<file path="src/rtl/lsu_pkg.sv">
// Shared definitions for the load/store unit: size encodings, FSM states and
// small helpers. Bit numbering is big-endian (bit 0 is the MSB).
package lsu_pkg;

  localparam logic [0:1] SZ_BYTE = 2'b00;
  localparam logic [0:1] SZ_HALF = 2'b01;
  localparam logic [0:1] SZ_WORD = 2'b10;
  localparam logic [0:1] SZ_RSVD = 2'b11;

  // state  | meaning
  // IDLE   | ready for a request
  // ACCESS | single aligned dmem access
  // SPLIT  | one byte access per cycle for a misaligned half/word
  // RESP   | one-cycle response pulse
  typedef enum logic [1:0] {
    IDLE   = 2'd0,
    ACCESS = 2'd1,
    SPLIT  = 2'd2,
    RESP   = 2'd3
  } lsu_state_t;

  function automatic logic [2:0] size_bytes(input logic [0:1] size);
    case (size)
      SZ_BYTE: return 3'd1;
      SZ_HALF: return 3'd2;
      SZ_WORD: return 3'd4;
      default: return 3'd0;
    endcase
  endfunction

  // lsbs are the two least significant address bits (addr[30:31])
  function automatic logic misaligned(input logic [0:1] size, input logic [0:1] lsbs);
    case (size)
      SZ_HALF: return lsbs[1];
      SZ_WORD: return lsbs != 2'b00;
      default: return 1'b0;
    endcase
  endfunction

endpackage

</file>
<file path="src/rtl/lsu_if.sv">
// Core request/response handshake plus the dmem pin bundle driven by the LSU.
// The slave modport is the LSU side; the master modport is the core/dmem side.
interface lsu_if #(parameter int ADDR_W = 32);

  logic              req_valid;
  logic              req_ready;
  logic              req_write;
  logic [0:1]        req_size;
  logic              req_signed;
  logic [0:ADDR_W-1] req_addr;
  logic [0:31]       req_wdata;

  logic              resp_valid;
  logic [0:31]       resp_rdata;
  logic              resp_fault;

  logic [0:ADDR_W-1] mem_addr;
  logic [0:31]       mem_wdata;
  logic              mem_write;
  logic [0:1]        mem_dsize;
  logic [0:31]       mem_rdata;

  modport slave (
    input  req_valid, req_write, req_size, req_signed, req_addr, req_wdata, mem_rdata,
    output req_ready, resp_valid, resp_rdata, resp_fault,
           mem_addr, mem_wdata, mem_write, mem_dsize
  );

  modport master (
    output req_valid, req_write, req_size, req_signed, req_addr, req_wdata, mem_rdata,
    input  req_ready, resp_valid, resp_rdata, resp_fault,
           mem_addr, mem_wdata, mem_write, mem_dsize
  );

endinterface

</file>
<file path="src/rtl/lsu_extend.sv">
// Combinational sign/zero extension of right-justified load data to 32 bits.
module lsu_extend
  import lsu_pkg::*;
(
  input  logic [0:31] raw,
  input  logic [0:1]  size,
  input  logic        sgn,
  output logic [0:31] ext
);

  // Replicate the top bit of the loaded field when signed, otherwise zero-fill
  always_comb begin
    ext = raw;
    case (size)
      SZ_BYTE: ext = {{24{sgn & raw[24]}}, raw[24:31]};
      SZ_HALF: ext = {{16{sgn & raw[16]}}, raw[16:31]};
      default: ext = raw;
    endcase
  end

endmodule

</file>
<file path="src/rtl/lsu.sv">
// Load/store unit in front of dmem. One request at a time; aligned accesses
// take a single dmem cycle, reserved sizes fault. Misaligned half/word accesses
// fault unless LSU_MISALIGN_SPLIT_EN is defined, in which case they are issued
// as big-endian byte accesses (lowest address carries the most significant byte).
module lsu
  import lsu_pkg::*;
#(
  parameter int ADDR_W = 32
) (
  input  logic clk,
  input  logic rst,
  lsu_if.slave bus
);

  lsu_state_t  state;
  logic        r_write;
  logic        r_signed;
  logic [0:1]  r_size;
  logic        req_rsvd;
  logic        req_misal;
  logic [0:31] ext_raw;
  logic [0:31] ext_out;

  assign req_rsvd  = bus.req_size == SZ_RSVD;
  assign req_misal = misaligned(bus.req_size, bus.req_addr[ADDR_W-2:ADDR_W-1]);

`ifdef LSU_MISALIGN_SPLIT_EN
  logic [1:0]  k;
  logic [1:0]  k_last;
  logic [0:31] result;
  logic [0:31] result_nxt;
  logic [0:31] split_data;
  logic [0:31] sh;

  // Left-justify the store bytes so byte 0 of the split sequence sits at bits [0:7]
  assign split_data = (bus.req_size == SZ_HALF) ? (bus.req_wdata << 16) : bus.req_wdata;
  assign result_nxt = {result[8:31], bus.mem_rdata[24:31]};
  assign k_last     = 2'(size_bytes(r_size) - 3'd1);
  // On the last split byte the accumulated value goes straight to the extender
  assign ext_raw    = (state == SPLIT) ? result_nxt : bus.mem_rdata;
`else
  assign ext_raw    = bus.mem_rdata;
`endif

  lsu_extend u_extend (
    .raw  (ext_raw),
    .size (r_size),
    .sgn  (r_signed),
    .ext  (ext_out)
  );

  // Request FSM; all handshake and dmem pins are registered here
  always_ff @(posedge clk or posedge rst) begin
    if (rst) begin
      state          <= IDLE;
      r_write        <= 1'b0;
      r_signed       <= 1'b0;
      r_size         <= SZ_BYTE;
      bus.req_ready  <= 1'b1;
      bus.resp_valid <= 1'b0;
      bus.resp_fault <= 1'b0;
      bus.resp_rdata <= '0;
      bus.mem_addr   <= '0;
      bus.mem_wdata  <= '0;
      bus.mem_write  <= 1'b0;
      bus.mem_dsize  <= SZ_BYTE;
`ifdef LSU_MISALIGN_SPLIT_EN
      k              <= '0;
      result         <= '0;
      sh             <= '0;
`endif
    end else begin
      case (state)
        IDLE: begin
          if (bus.req_valid) begin
            r_write       <= bus.req_write;
            r_signed      <= bus.req_signed;
            r_size        <= bus.req_size;
            bus.req_ready <= 1'b0;
            if (!req_rsvd && !req_misal) begin
              state         <= ACCESS;
              bus.mem_addr  <= bus.req_addr;
              bus.mem_wdata <= bus.req_wdata;
              bus.mem_write <= bus.req_write;
              bus.mem_dsize <= bus.req_size;
            end
`ifdef LSU_MISALIGN_SPLIT_EN
            else if (!req_rsvd) begin
              state         <= SPLIT;
              k             <= '0;
              result        <= '0;
              sh            <= split_data << 8;
              bus.mem_addr  <= bus.req_addr;
              bus.mem_wdata <= {24'h0, split_data[0:7]};
              bus.mem_write <= bus.req_write;
              bus.mem_dsize <= SZ_BYTE;
            end
`endif
            else begin
              state          <= RESP;
              bus.resp_valid <= 1'b1;
              bus.resp_fault <= 1'b1;
              bus.resp_rdata <= '0;
            end
          end
        end
        ACCESS: begin
          state          <= RESP;
          bus.mem_addr   <= '0;
          bus.mem_wdata  <= '0;
          bus.mem_write  <= 1'b0;
          bus.mem_dsize  <= SZ_BYTE;
          bus.resp_valid <= 1'b1;
          bus.resp_fault <= 1'b0;
          bus.resp_rdata <= r_write ? '0 : ext_out;
        end
`ifdef LSU_MISALIGN_SPLIT_EN
        SPLIT: begin
          result <= result_nxt;
          if (k == k_last) begin
            state          <= RESP;
            bus.mem_addr   <= '0;
            bus.mem_wdata  <= '0;
            bus.mem_write  <= 1'b0;
            bus.mem_dsize  <= SZ_BYTE;
            bus.resp_valid <= 1'b1;
            bus.resp_fault <= 1'b0;
            bus.resp_rdata <= r_write ? '0 : ext_out;
          end else begin
            k             <= k + 2'd1;
            sh            <= sh << 8;
            bus.mem_addr  <= bus.mem_addr + ADDR_W'(1);
            bus.mem_wdata <= {24'h0, sh[0:7]};
          end
        end
`endif
        RESP: begin
          state          <= IDLE;
          bus.resp_valid <= 1'b0;
          bus.resp_fault <= 1'b0;
          bus.resp_rdata <= '0;
          bus.req_ready  <= 1'b1;
        end
        default: state <= IDLE;
      endcase
    end
  end

endmodule
</file>
<file path="src/flat_wrapper.sv">
// flat-port wrapper written by rule: the top's interface ports become plain ports
module lsu_flat import lsu_pkg::*;
#(
  parameter int ADDR_W = 32
)
  (clk, rst, bus_req_valid, bus_req_write, bus_req_size, bus_req_signed, bus_req_addr, bus_req_wdata, bus_mem_rdata, bus_req_ready, bus_resp_valid, bus_resp_rdata, bus_resp_fault, bus_mem_addr, bus_mem_wdata, bus_mem_write, bus_mem_dsize);
  lsu_if #(.ADDR_W(ADDR_W)) bus_i ();
  input  logic clk;
  input  logic rst;
  input wire logic [$bits(bus_i.req_valid)-1:0] bus_req_valid;
  input wire logic [$bits(bus_i.req_write)-1:0] bus_req_write;
  input wire logic [$bits(bus_i.req_size)-1:0] bus_req_size;
  input wire logic [$bits(bus_i.req_signed)-1:0] bus_req_signed;
  input wire logic [$bits(bus_i.req_addr)-1:0] bus_req_addr;
  input wire logic [$bits(bus_i.req_wdata)-1:0] bus_req_wdata;
  input wire logic [$bits(bus_i.mem_rdata)-1:0] bus_mem_rdata;
  output wire logic [$bits(bus_i.req_ready)-1:0] bus_req_ready;
  output wire logic [$bits(bus_i.resp_valid)-1:0] bus_resp_valid;
  output wire logic [$bits(bus_i.resp_rdata)-1:0] bus_resp_rdata;
  output wire logic [$bits(bus_i.resp_fault)-1:0] bus_resp_fault;
  output wire logic [$bits(bus_i.mem_addr)-1:0] bus_mem_addr;
  output wire logic [$bits(bus_i.mem_wdata)-1:0] bus_mem_wdata;
  output wire logic [$bits(bus_i.mem_write)-1:0] bus_mem_write;
  output wire logic [$bits(bus_i.mem_dsize)-1:0] bus_mem_dsize;
  assign bus_i.req_valid = bus_req_valid;
  assign bus_i.req_write = bus_req_write;
  assign bus_i.req_size = bus_req_size;
  assign bus_i.req_signed = bus_req_signed;
  assign bus_i.req_addr = bus_req_addr;
  assign bus_i.req_wdata = bus_req_wdata;
  assign bus_i.mem_rdata = bus_mem_rdata;
  assign bus_req_ready = bus_i.req_ready;
  assign bus_resp_valid = bus_i.resp_valid;
  assign bus_resp_rdata = bus_i.resp_rdata;
  assign bus_resp_fault = bus_i.resp_fault;
  assign bus_mem_addr = bus_i.mem_addr;
  assign bus_mem_wdata = bus_i.mem_wdata;
  assign bus_mem_write = bus_i.mem_write;
  assign bus_mem_dsize = bus_i.mem_dsize;
  lsu #(.ADDR_W(ADDR_W)) u_core (.clk(clk), .rst(rst), .bus(bus_i));
endmodule
</file>
<file path="config.mk">
export PLATFORM = sky130hd
export DESIGN_NAME = lsu_flat
export DESIGN_NICKNAME = d
export VERILOG_FILES = /design/src/rtl/lsu_pkg.sv /design/src/rtl/lsu_if.sv /design/src/rtl/lsu_extend.sv /design/src/rtl/lsu.sv /design/src/flat_wrapper.sv
export SDC_FILE = /design/constraint.sdc
export NUM_CORES = 1
export LEC_CHECK = 0
export BUFFER_PORTS_ARGS = -buffer_cell sky130_fd_sc_hd__buf_2
export CORE_MARGIN = 3
export CORE_UTILIZATION = 45
export DETAILED_ROUTE_END_ITERATION = 16
export GPL_TIMING_DRIVEN = 0
export PLACE_DENSITY = 0.77
export SYNTH_ARGS = -nofsm -noshare
export SYNTH_HDL_FRONTEND = slang
export SYNTH_HIERARCHICAL = 1
export SYNTH_SLANG_ARGS = --single-unit
</file>
<file path="constraint.sdc">
create_clock -name clk -period 3.13 [get_ports clk]
set_input_delay 0 -clock clk [delete_from_list [all_inputs] [get_ports clk]]
set_output_delay 0 -clock clk [all_outputs]
set_load 0.02 [all_outputs]
</file>
== Word-level counts from Yosys, hierarchy flattened ==
Index checks and enable logic that the tools add are counted.
Word-level totals
  output and inout port bits: 102
  input bits: 103
  word-level logic and storage cells: 66
  flip-flop bits (word level): 108
Cells by class
  reductions and logical operators: 16
  bitwise gates (word level): 2
  mux-type cells: 27
  equality and inequality tests: 9
Operators with widths (number)
  $mux W32: 7
  $pmux W32 S2: 3
  $pmux W32 S3: 1
  $reduce_and A3 Y1: 3
  $mux W2: 4
  $pmux W1 S2: 4
  $pmux W2 S2: 2
  $reduce_bool A2 Y1: 4
  $eq A2 B1 Y1 const B: 3
  $eq A2 B2 Y1 const B: 3
  $mux W1: 5
  $logic_not A2 Y1: 2
  $ne A2 B2 Y1 const B: 2
  $reduce_and A2 Y1: 2
  $pmux W1 S3: 1
  $reduce_bool A3 Y1: 1
  $and A1 B1 Y1: 2
  $logic_not A1 Y1: 2
  $ne A2 B1 Y1 const B: 1
  $reduce_or A2 Y1: 1
  $logic_and A1 B1 Y1: 1

== Logic depth before layout (Yosys ltp) ==
Gate-level depths: netlist of the first run.
  word-level depth: 7
  gate-level depth with buffers: 8
  mapped depth without buffers: 6

== Modules after synthesis ==
Netlist of the first run, hierarchy kept.
Modules (own cells, without submodules)
  lsu: area each 4121.5 um^2, cells each 294, times used 1, sequential area each 2703.8 um^2
  lsu_extend: area each 385.4 um^2, cells each 66, times used 1, sequential area each 0.0 um^2

== Least setup slack after synthesis of the first run ==
No wires, ideal clock.
  path kind: input -> register
  from: input bus_req_size[0]
  to: register u_core/bus.mem_addr[13] (netlist bit)
  library setup time: 121 ps
  data required time: 3009 ps
  path slack: 1738 ps
  arrival: 1271 ps
  path buffers: 2
  cell stages on the path: 8
  cells stage by stage: inv_1 ha_1 nand3b_1 o2111ai_4 a21o_1 buf_6 buf_6 a22o_1
On the way
  word-level cells in the longest chain between the ends: 6
  elaborated cells between the ends (all ways): 9
  those cells by class: eq/ne: 4; mux: 1; reduce/logical: 4
RTL lines
  start, declared: RTL line flat_wrapper.sv:12  | input wire logic [$bits(bus_i.req_size)-1:0] bus_req_size;
  $eq A2 B2 Y1 / $eq A2 B1 Y1 (equally long branches): RTL line lsu_pkg.sv:33  | case (size)
  $pmux W1 S2: RTL line lsu_pkg.sv:33
  $logic_not A1 Y1: RTL line lsu.sv:80  | if (!req_rsvd && !req_misal) begin
  $logic_and A1 B1 Y1 (*): RTL line lsu.sv:80
  $ne A2 B1 Y1 (no source line) (*)
  $reduce_and A3 Y1 (no source line) (*)
  end signal, assigned: RTL line lsu.sv:82  | bus.mem_addr <= bus.req_addr;
  end, declared: RTL line lsu_if.sv:26  | mem_addr, mem_wdata, mem_write, mem_dsize
Mark *: on every way between the ends. The rest lies on a longest branch, timed or not.
A chain may end at the register's enable or synchronous reset.

== Worst setup path after layout of the first run ==
  from: input bus_req_size[0]
  to: register u_core/bus.mem_wdata[13] (netlist bit)
On the way
  word-level cells in the longest chain between the ends: 6
  elaborated cells between the ends (all ways): 9
  those cells by class: eq/ne: 4; mux: 1; reduce/logical: 4
RTL lines
  $eq A2 B2 Y1 / $eq A2 B1 Y1 (equally long branches): RTL line lsu_pkg.sv:33
  $pmux W1 S2: RTL line lsu_pkg.sv:33
  $logic_not A1 Y1: RTL line lsu.sv:80
  $logic_and A1 B1 Y1 (*): RTL line lsu.sv:80
  $ne A2 B1 Y1 (no source line) (*)
  $reduce_and A3 Y1 (no source line) (*)
  end signal, assigned: RTL line lsu.sv:83  | bus.mem_wdata <= bus.req_wdata;
  end, declared: RTL line lsu_if.sv:26
Marks and branches as above.

==> results of run 1 <==
final timing paths:
| check | start | end | cells after the start |
|---|---|---|---|
| hold reg to reg | u_core/bus.req_ready | u_core/bus.req_ready | 2 |
| setup reg to reg | u_core/state[1] | u_core/bus.mem_addr[1] | 6 |
| hold / removal | bus_mem_rdata[24] | u_core/bus.resp_rdata[7] | 4 |
| setup / recovery | bus_req_size[0] | u_core/bus.mem_wdata[13] | 9 |
| min in group asynchronous | rst | u_core/bus.mem_wdata[3] | 3 |
| max in group asynchronous | rst | u_core/bus.req_ready | 4 |
cell usage after synthesis (2+ instances only):
library cell	count	area share [%]
buf_6	14	3.5
nand2b_1	3	0.42
clkbuf_1	7	0.58
a22o_1	86	17
o21ai_2	4	0.78
a21oi_1	2	0.22
o21ai_0	27	3.0
nor2_1	7	0.58
inv_1	5	0.42
o21ai_1	6	0.67
buf_2	9	1.0
a22oi_1	13	2.2
buf_4	8	1.3
nand2_1	40	3.3
ha_1	3	0.83
dfrtp_1	107	59
mux2_2	4	1.0
routing by layer:
metal / wire length, um / up-vias / share of wire (%)
met2: 7240 / 164 / 53
met5: 0 / - / 0
met3: 783 / 32 / 5.8
li1: - / 1930 / -
met1: 5138 / 2065 / 38
met4: 447 / 0 / 3.3
where the power goes:
part	total [uW]	leakage, uW	switching, uW	internal (uW)
Sequential	2370	0.00144	372	2000
Clock	827	0.0000931	456	371
Combinational	3140	0.00209	1880	1260
Total	6340	0.00363	2710	3630
timing repair:
item / 4_1_cts / 5_1_grt
resized for setup: 0 / 0
endpoints found under the hold margin: 142 / 0
hold buffers: 97 / 0
setup buffers: 0 / 0
layout make-up:
cell class	count	area (um2)	share of cell area [%]
flip-flops and latches	108	2704	39.50
repair buffers	295	1984	28.99
multi-input cells	209	1495	21.84
plain buffers	38	289.0	4.222
well taps	129	161.4	2.358
clock buffers	10	127.6	1.864
clock inverters	5	60.06	0.8774
inverters	5	21.27	0.3107
diodes	1	2.502	0.03656
metrics by stage:
stage | utilization [%] | power, uW | setup TNS, ns | std cells
after floorplan | - | 4365 | 0 | 360
after global placement | 59.50 | 5302 | -86.98 | 686
after detailed placement | 59.82 | 5394 | 0 | 687
after CTS | 72.01 | 6348 | 0 | 799
after global routing | 72.03 | 6745 | 0 | 800
final | 72.03 | 6338 | 0 | 800
worst reg2reg max path: stages, from the launching register on:
cell and delay, ns:
dfrtp_1 0.39, buf_2 0.19, nor3b_1 0.23, o211a_1 0.25, buf_2 0.25, a22oi_1 0.09, o21ai_0 0.20
cells in the final DEF, fill, tap and decap left out, types with 2 or more instances in the layout:
cell,count
a21oi_1,2
a22o_1,86
a22oi_1,13
buf_2,206
buf_4,8
buf_6,14
clkbuf_1,8
clkbuf_8,9
dfrtp_1,107
dlygate4sd3_1,97
ha_1,3
inv_1,4
inv_6,2
mux2_2,4
nand2_1,40
nand2b_1,3
nor2_1,7
o21ai_0,27
o21ai_1,6
o21ai_2,4
state kept, by name, summed over array words and instances, names as in the netlist:
signal and cells:
u_core/bus.mem_addr 32, u_core/bus.mem_wdata 32, u_core/bus.resp_rdata 32, u_core/bus.mem_dsize 2
u_core/r_size 2, u_core/state 2, u_core/bus.mem_write 1, u_core/bus.req_ready 1
u_core/bus.resp_fault 1, u_core/bus.resp_valid 1, u_core/r_signed 1, u_core/r_write 1
logic make-up (layout without fill, tap and decap cells):
group           Yosys count  count (layout)
compound gates          143             143
fa+ha+maj                 3               3
buf+inv                  43             353
flops                   108             108
mux                       5               5
other cells               0               1
simple gates             58              58
==> results by group, run 1 <==
GRT
  – Gr busiest metal: met2
  – Met2 global-route usage: between 40% and 50%
  – Aggregate global routing overflow: 0
  – Largest net degree at the start of global routing: 64
  – Vias in the first global route: 4439
  – Initial antenna violation count: 1
  – First-pass GRT wire length: between 20000 and 25000 um
  – GR Util met1: around 29%
  – GR Util All Layers: between 20% and 30%
  – GR Util met3: 5.768%

Yosys
  – Post-Synth Simple-Gate Area: ~6.0%
  – EDFF count, synth: 0
  – Post-synth net total: roughly 470
  – Synth Area in XOR/XNOR: 0%
  – Yosys cell types: 32
  – Cells after Synth: 360
  – Yosys Warn Count: 6
  – Adder-Cell Fraction of Synth Area: less than 1%
  – Compound-Gate Fraction of Synth Area: between 20% and 30%
  – Ys async rst share: 100.0%
  – Seq/Total Area, Yosys: between 50% and 60%
  – Mean post-synth cell area: between 10 and 15 um2
  – Post-synthesis mux area share: 1.499%
  – Synth Flop Type: dfrtp_1
  – Main combinational cell family by area after synthesis: compound AO/OA/AOI/OAI gates
  – Synth Cell Area: 0.004507 mm2
  – Flops & latches, synth: around 110

Floorplanning
  – Die Height: around 110 um
  – Full die area: 0.01125 mm2
  – Initial core utilization: 47.43%
  – Core ar.: ~0.0095 mm2
  – Rows: 35
  – Die X: between 100 and 150 um
  – Io pins: 205

STA
  – Period minus WS final: 1.997 ns
  – Fmax: between 500 and 600 MHz
  – Clk_skew: between 0.005 and 0.006 ns
  – RSZ-0062 raised after global routing: false
  – Hold Slack: between 0.02 and 0.025 ns
  – Worst slew pin tran: 0.5907 ns
  – Worst rel slew slack: 60.62%
  – Setup ws final: ~1.1 ns
  – Final period util: roughly 64%
  – # setup viols final: 0
  – Final hold vios: 0
  – Final slew viol count: 0

Power
  – Leakage: approximately 0.0036 uW
  – Peak supply drop: 0.5709 mV
  – Pwr per Cell Area: just over 900 mW/mm2

Clock network
  – Clock slew at reported path FFs: 0.10 ns
  – CTS tree: done
  – Clock Latency Late Sink: between 0.3 and 0.4 ns
  – Clk buf depth: 2
  – Sink Count: between 100 and 150
  – H-tree levels: 3
  – Cts bufs inserted: 9
  – Clock Root Buffer: clkbuf_8

Final layout
  – FILL cells: 655
  – Fin nets: about 770
  – Final instance area: around 0.007 mm2
  – Layout cell share with drive strength beyond 1: 38.66%
  – Area growth, synth to finish: 51.89%

Critical path
  – Element type at the critical path end: register
  – CP max stage cell: dlygate4sd3_1
  – Arrival @ worst endpoint: ~2.3 ns
  – Top delay family on crit path: buffers and inverters
  – CP Cell Sequence: dlygate4sd3_1, buf_2, inv_1, ha_1, nand3b_1, o2111ai_4, nor3_4, buf_6, a22o_1
  – WS Path Type: in -> reg
  – Required time worst endpoint: between 3 and 4 ns
  – CP startpoint kind: input pin
  – Largest stage delay, worst path: 0.52 ns
  – Count of buffer and inverter cells on the critical path: 4
  – Worst reg2reg setup slack: approximately 1.4 ns
  – Critical Path Fanout Max: 10

Placed design
  – Pre-CTS WS: approximately 1.3 ns
  – Routability cong.: between 0.8 and 0.9
  – Port buffer count: 197
  – Area after DPL: ~0.0057 mm2
  – DP HPWL: roughly 8700 um

Drt
  – Post-DR wirelength/cell: 17.01 um
  – Via/cell ratio: about 5.2
  – Pre-antenna DRT Iters: 4
  – Routed Antenna Nets: 0
  – Routed WL: between 10000 and 15000 um
  – Via Count: around 4200
  – DRC: 0
  – DR iter-0 viols: roughly 270

Run
  – MaxCap Viol Count: 0

Min path
  – Hold Crit Class: in -> reg

Outcome
  – Status: finished, final reports clean
Note: power is estimated with default switching activity, not from simulation.
==> run 2, diff against run 1 <==
--- a/config.mk
+++ b/config.mk
@@ -5,12 +5,13 @@
 export SDC_FILE = /design/constraint.sdc
 export NUM_CORES = 1
 export LEC_CHECK = 0
+export ABC_AREA = 1
 export BUFFER_PORTS_ARGS = -buffer_cell sky130_fd_sc_hd__buf_2
 export CORE_MARGIN = 3
 export CORE_UTILIZATION = 45
 export DETAILED_ROUTE_END_ITERATION = 16
 export GPL_TIMING_DRIVEN = 0
-export PLACE_DENSITY = 0.77
+export PLACE_DENSITY = 0.75
 export SYNTH_ARGS = -nofsm -noshare
 export SYNTH_HDL_FRONTEND = slang
 export SYNTH_HIERARCHICAL = 1
==> constraint.sdc (replaced) <==
create_clock -name clk -period 1.9 [get_ports clk]
set_input_delay 0 -clock clk [delete_from_list [all_inputs] [get_ports clk]]
set_output_delay 0 -clock clk [all_outputs]
set_load 0.02 [all_outputs]
==> run 2 against run 1 <==
Net effect: wire length up 21%; final cell count up 42%; critical path depth down 2; final area up 13%; clock skew down 0.0024 ns; via count up 31%; first-iteration DRC count up 130%; hold slack worse by 0.019 ns; combinational power up 99%; worst setup slack worse by 0.93 ns; synthesized cell count up 91%; largest cell class unchanged; largest power group unchanged.
==> results by group, run 2 <==
Drt
  – Routed WL: 16420 um
  – Pre-antenna DRT Iters: 6
  – DR iter-0 viols: 613
  – Via/cell ratio: approximately 4.8
  – WL met1: 6781 um
  – DRC: 0
  – Top Metal Used: met4
  – Via Count: about 5500
  – Routed Antenna Nets: 0
  – Post-DR wirelength/cell: between 10 and 15 um
  – Met3 wire length: 953 um
  – Metal2 WL: roughly 8000 um

Yosys
  – Flops & latches, synth: between 100 and 150
  – Post-synth net total: about 800
  – Yosys cell types: 23
  – Cell taking the most area after synthesis: dfrtp_1
  – Most common cell in the synthesized netlist: nand2_1
  – Post-synth top cells: nand2_1, dfrtp_1, nand3_1
  – Yosys Warn Count: 6
  – EDFF count, synth: 0
  – Cells after Synth: 686
  – Top cells by area, synth: dfrtp_1, nand2_1, nand3_1
  – Synth Flop Type: dfrtp_1
  – Seq/Total Area, Yosys: between 50% and 60%
  – Synth Cell Area: roughly 0.0053 mm2
  – Ys async rst share: between 90% and 100%
  – Yosys top cell area share: between 50% and 60%
  – Mean post-synth cell area: between 7 and 8 um2

GRT
  – First-pass GRT wire length: ~26000 um
  – Vias in the first global route: 5363
  – Largest net degree at the start of global routing: 40
  – Aggregate global routing overflow: 0
  – Initial antenna violation count: 1
  – GR Util All Layers: around a quarter

Critical path
  – Critical Path Fanout Max: 10
  – CP Cell Sequence: inv_2, nor2_2, buf_2, buf_2, nor2_1, nand3_1, nand2_1
  – CP startpoint kind: register
  – CP dominant cell by count: buf_2
  – WS Path Type: reg -> reg
  – Arrival @ worst endpoint: around 1.9 ns
  – Top delay family on crit path: buffers and inverters
  – Largest stage delay, worst path: 0.40 ns
  – Element type at the critical path end: register
  – Count of buffer and inverter cells on the critical path: 3
  – Required time worst endpoint: 2.13 ns
  – CP max stage cell: dfrtp_1

STA
  – Clk_skew: ~0.0035 ns
  – # setup viols final: 0
  – RSZ-0062 raised after global routing: false
  – Setup ws final: about 0.2 ns
  – Worst rel slew slack: around 66%
  – Worst slew pin tran: 0.5169 ns
  – Final hold vios: 0
  – Fmax: 588.9 MHz
  – Period minus WS final: 1.698 ns
  – Total negative slack: 0 ns
  – Final period util: about 90%
  – Final slew viol count: 0

Floorplanning
  – Initial core utilization: 47.33%
  – Core ar.: 0.01117 mm2
  – Full die area: ~0.013 mm2
  – Die Height: 114.4 um
  – Io pins: between 200 and 250
  – Rows: 38
  – Die X: ~110 um

Placed design
  – Routability cong.: about 0.85
  – Port buffer count: ~200
  – Pre-CTS WS: between 0.15 and 0.2 ns
  – Area after DPL: between 0.006 and 0.007 mm2
  – DP HPWL: 10470 um

Min path
  – Hold Crit Class: in -> reg

Final layout
  – Commonest non-fill, non-tap cell in the layout: nand2_1
  – Biggest registers after layout: u_core/bus.mem_addr (32), u_core/bus.mem_wdata (32), u_core/bus.resp_rdata (32)
  – Area growth, synth to finish: 46.46%
  – Core Util, Final: approximately 69%
  – FILL cells: 881
  – Layout cell share with drive strength beyond 1: between 20 and 30%
  – Most frequent cells in the layout: nand2_1, buf_2, dfrtp_1, nand3_1, dlygate4sd3_1
  – Fin nets: 1093
  – Final instance area: just under 0.008 mm2

Clock network
  – Sink Count: ~110
  – Clock slew at reported path FFs: ~0.07 ns
  – Post-CTS sizing: 0
  – Setup Fix Bufs, Post-CTS: 0
  – CTS tree: done
  – Clk buf depth: 2
  – H-tree levels: 3
  – Cts bufs inserted: 9
  – Clock Root Buffer: clkbuf_16
  – Clock Latency Late Sink: ~0.34 ns

Run
  – MaxCap Viol Count: 0

Outcome
  – Status: finished, final reports clean

Power
  – Peak supply drop: roughly 1.1 mV
  – Pwr per Cell Area: about 1600 mW/mm2
  – Leakage: about 0.0047 uW
==> run 2: cell count changes in the layout (fill, tap and decap cells not counted), sizes merged, moves of 25 or more <==
cell	before	now
a22o	86	0
o21ai	37	12
nand2	40	240
nand3	1	116
inv	7	77
nor2	8	74
==> run 2: final timing paths <==
| path | depth (start not counted) | slack [ns] | end | from |
|---|---|---|---|---|
| max in group asynchronous | 6 | 0.89 | u_core/bus.resp_rdata[4] | rst |
| min in group asynchronous | 3 | 0.10 | u_core/bus.resp_rdata[19] | rst |
| worst min-delay path | 5 | 0.005 | u_core/bus.resp_rdata[23] | bus_mem_rdata[8] |
| worst min register to register | 2 | 0.47 | u_core/bus.mem_wdata[21] | u_core/bus.mem_wdata[21] |
| worst max register to register | 7 | 0.20 | u_core/bus.mem_wdata[9] | u_core/state[0] |
| worst max-delay path | 7 | 0.20 | u_core/bus.mem_wdata[9] | u_core/state[0] |
==> run 2: worst min-delay path, stage by stage <==
cell and delay (ns):
buf_2 0.07, o21ai_0 0.07, nand2_1 0.07, nand2_1 0.04
nand2_1 0.06
==> run 2: stage by stage <==
step,hold slack (ns),std cells,total power [uW]
floorplan,0.1506,686,8018
global placement,0.2025,1023,9897
detailed placement,-0.1029,1026,10050
CTS,0.0002304,1132,12280
global route,0.02360,1133,13150
finish,0.004517,1133,12270
==> run 2: repair_timing <==
action	4_1_cts	5_1_grt
setup endpoints to repair	0	0
hold buffers	90	0
endpoints found under the hold margin	130	0
==> run 2: where the power goes <==
group	switching (uW)	internal, uW
Sequential	598	3370
Clock	819	1230
Combinational	4170	2090
Total	5590	6690
==> run 2: final cells by class <==
type                       count  area (um2)  share of cell area [%]
tap                          140       175.2                   2.261
antenna                        1       2.502                 0.03230
sequential                   108        2704                   34.91
clock inverter                 3       68.82                  0.8884
clock buffer                  13       260.3                   3.360
inverter                      78       299.0                   3.860
multi-input combinational    448        1984                   25.62
timing repair buffer         290        1947                   25.13
buffer                        52       305.3                   3.941
==> run 2: cell families after synthesis <==
group,count (synthesis),share of synthesized area [%]
adder cells (fa/ha/maj),3,0.7098
multiplexers,1,0.2129
AND/OR/NAND/NOR,430,35.06
AO/OA/AOI/OAI,14,1.538
buffers and inverters,130,11.36
flip-flops,108,51.12
==> run 2: metal layers <==
metal | global-route usage (%) | vias up
met5 | 0 | -
met3 | 4.440 | 46
met4 | 10.69 | 0
met1 | 31.99 | 2521
li1 | - | 2681
met2 | 42.45 | 245
==> run 3, diff against run 2 <==
==> constraint.sdc (replaced) <==
create_clock -name clk -period 1.7 [get_ports clk]
set_input_delay 0 -clock clk [delete_from_list [all_inputs] [get_ports clk]]
set_output_delay 0 -clock clk [all_outputs]
set_load 0.02 [all_outputs]
==> run 3 against run 2 <==
Net effect: flip-flop and latch count unchanged; via count down 0.18%; critical endpoint is now u_core/bus.resp_rdata[13]; hold slack better by 0.0040 ns; critical path type unchanged; largest cell class unchanged.
==> results by group, run 3 (synthesized netlist as in run 2, its figures left out) <==
Outcome
  – Status: finished, final reports clean

Final layout
  – Commonest non-fill, non-tap cell in the layout: nand2_1
  – Fin nets: between 1000 and 1500
  – Non-filler cells, final: approximately 1100
  – FILL cells: between 800 and 900
  – Biggest registers after layout: u_core/bus.mem_addr (32), u_core/bus.mem_wdata (32), u_core/bus.resp_rdata (32)
  – Area growth, synth to finish: 46.77%
  – Final instance area: roughly 0.0078 mm2
  – Most frequent cells in the layout: nand2_1, buf_2, dfrtp_1, nand3_1, dlygate4sd3_1
  – Layout cell share with drive strength beyond 1: ~28%

Drt
  – Routed Antenna Nets: 0
  – DR iter-0 viols: about 570
  – Routed WL: about 16000 um
  – Via Count: 5483
  – Via/cell ratio: slightly below 5
  – DRC: 0
  – Post-DR wirelength/cell: about 14 um
  – Pre-antenna DRT Iters: 6

GRT
  – GR Util All Layers: about a quarter
  – Vias in the first global route: around 5400
  – Largest net degree at the start of global routing: 40
  – First-pass GRT wire length: between 20000 and 30000 um
  – Initial antenna violation count: 1
  – Aggregate global routing overflow: 0

Clock network
  – Clock slew at reported path FFs: ~0.07 ns
  – Clock Root Buffer: clkbuf_16
  – Clk buf depth: 2
  – Clock Latency Late Sink: roughly 0.33 ns
  – Sink Count: approximately 110
  – CTS tree: done
  – Cts bufs inserted: 9
  – H-tree levels: 3

Floorplanning
  – Initial core utilization: between 40% and 50%
  – Rows: 38
  – Full die area: 0.01309 mm2
  – Die X: between 100 and 150 um
  – Io pins: approximately 210
  – Die Height: 114.4 um
  – Core ar.: 0.01117 mm2

Placed design
  – Port buffer count: approximately 200
  – Area after DPL: around 0.0065 mm2
  – Routability cong.: between 0.8 and 0.9
  – DP HPWL: roughly 10000 um
  – Placed cell count: a little over 1000

Power
  – Peak supply drop: around 1.2 mV
  – Pwr per Cell Area: approximately 1800 mW/mm2
  – Leakage: between 0.004 and 0.005 uW

STA
  – Worst slew pin tran: between 0.5 and 0.6 ns
  – Final period util: between 90% and 100%
  – Period minus WS final: around 1.6 ns
  – Final hold vios: 0
  – Hold Slack: around 0.0085 ns
  – Clk_skew: a little over 0.004 ns
  – Fmax: 634.1 MHz
  – RSZ-0062 raised after global routing: false
  – # setup viols final: 0
  – Worst rel slew slack: 66.64%
  – Final slew viol count: 0

Critical path
  – Arrival @ worst endpoint: approximately 1.9 ns
  – Element type at the critical path end: register
  – WS Path Type: reg -> reg
  – Required time worst endpoint: about 2.0 ns
  – CP startpoint kind: register
  – Critical Path Fanout Max: 10

Run
  – MaxCap Viol Count: 0

Min path
  – Hold Crit Class: in -> reg
[run 3: worst max-delay path, stage by stage, from the launching register on]
cell,delay (ns)
dfrtp_1,0.48
nor2_1,0.10
nand2_1,0.26
clkbuf_1,0.44
nand3_1,0.14
nand2_1,0.10
[run 3: report_power, final]
group / internal, uW / total (uW) / switching (uW)
sequential: 3770 / 4440 / 676
clock: 1380 / 2290 / 912
combinational: 2360 / 7020 / 4660
total: 7500 / 13800 / 6250
[run 3: path summary, 6_finish.rpt]
check                                              start                   endpoint  slack (ns)  depth (start not counted)
worst max register to register           u_core/state[1]  u_core/bus.resp_rdata[13]        0.12                          5
worst min register to register  u_core/bus.mem_wdata[21]   u_core/bus.mem_wdata[21]        0.47                          2
worst max-delay path                     u_core/state[1]  u_core/bus.resp_rdata[13]        0.12                          5
max in group asynchronous                            rst   u_core/bus.resp_rdata[4]        0.69                          6
worst min-delay path                    bus_mem_rdata[8]  u_core/bus.resp_rdata[23]       0.008                          5
min in group asynchronous                            rst  u_core/bus.resp_rdata[19]        0.10                          3
[run 3: layout make-up]
type	count	area, um2	share of cell area (%)
Antenna cell	1	2.502	0.03224
Buffer	52	314.1	4.046
Clock buffer	13	260.3	3.353
Clock inverter	3	68.82	0.8865
Inverter	78	301.5	3.885
Multi-Input combinational cell	448	1989	25.63
Sequential cell	108	2704	34.83
Tap cell	140	175.2	2.257
Timing Repair Buffer	290	1947	25.08
[run 3: repair_timing]
item	in CTS	in global routing
setup endpoints to repair	0	88
hold buffers	90	0
buffers inserted	0	0
gates resized for setup	0	7
endpoints found under the hold margin	130	0
[run 3: through the flow]
stage | total power (uW) | TNS (ns) | setup WS [ns] | util (%)
global route | 14740 | 0 | 0.01260 | 69.47
detailed placement | 11230 | -0.0003679 | -0.0003679 | 58.30
CTS | 13720 | 0 | 0.05238 | 69.31
floorplan | 8961 | 0 | 0.3993 | -
finish | 13750 | 0 | 0.1229 | 69.47
global placement | 11060 | -37.04 | -0.3555 | 57.76
[run 3: metal layers]
metal | GRT usage [%] | wire [um] | vias to the layer above
li1 | - | - | 2686
met1 | 31.99 | 6884 | 2518
met2 | 42.45 | 8151 | 239
met3 | 4.440 | 926 | 40
met4 | 10.69 | 458 | 0
met5 | 0 | 0 | -
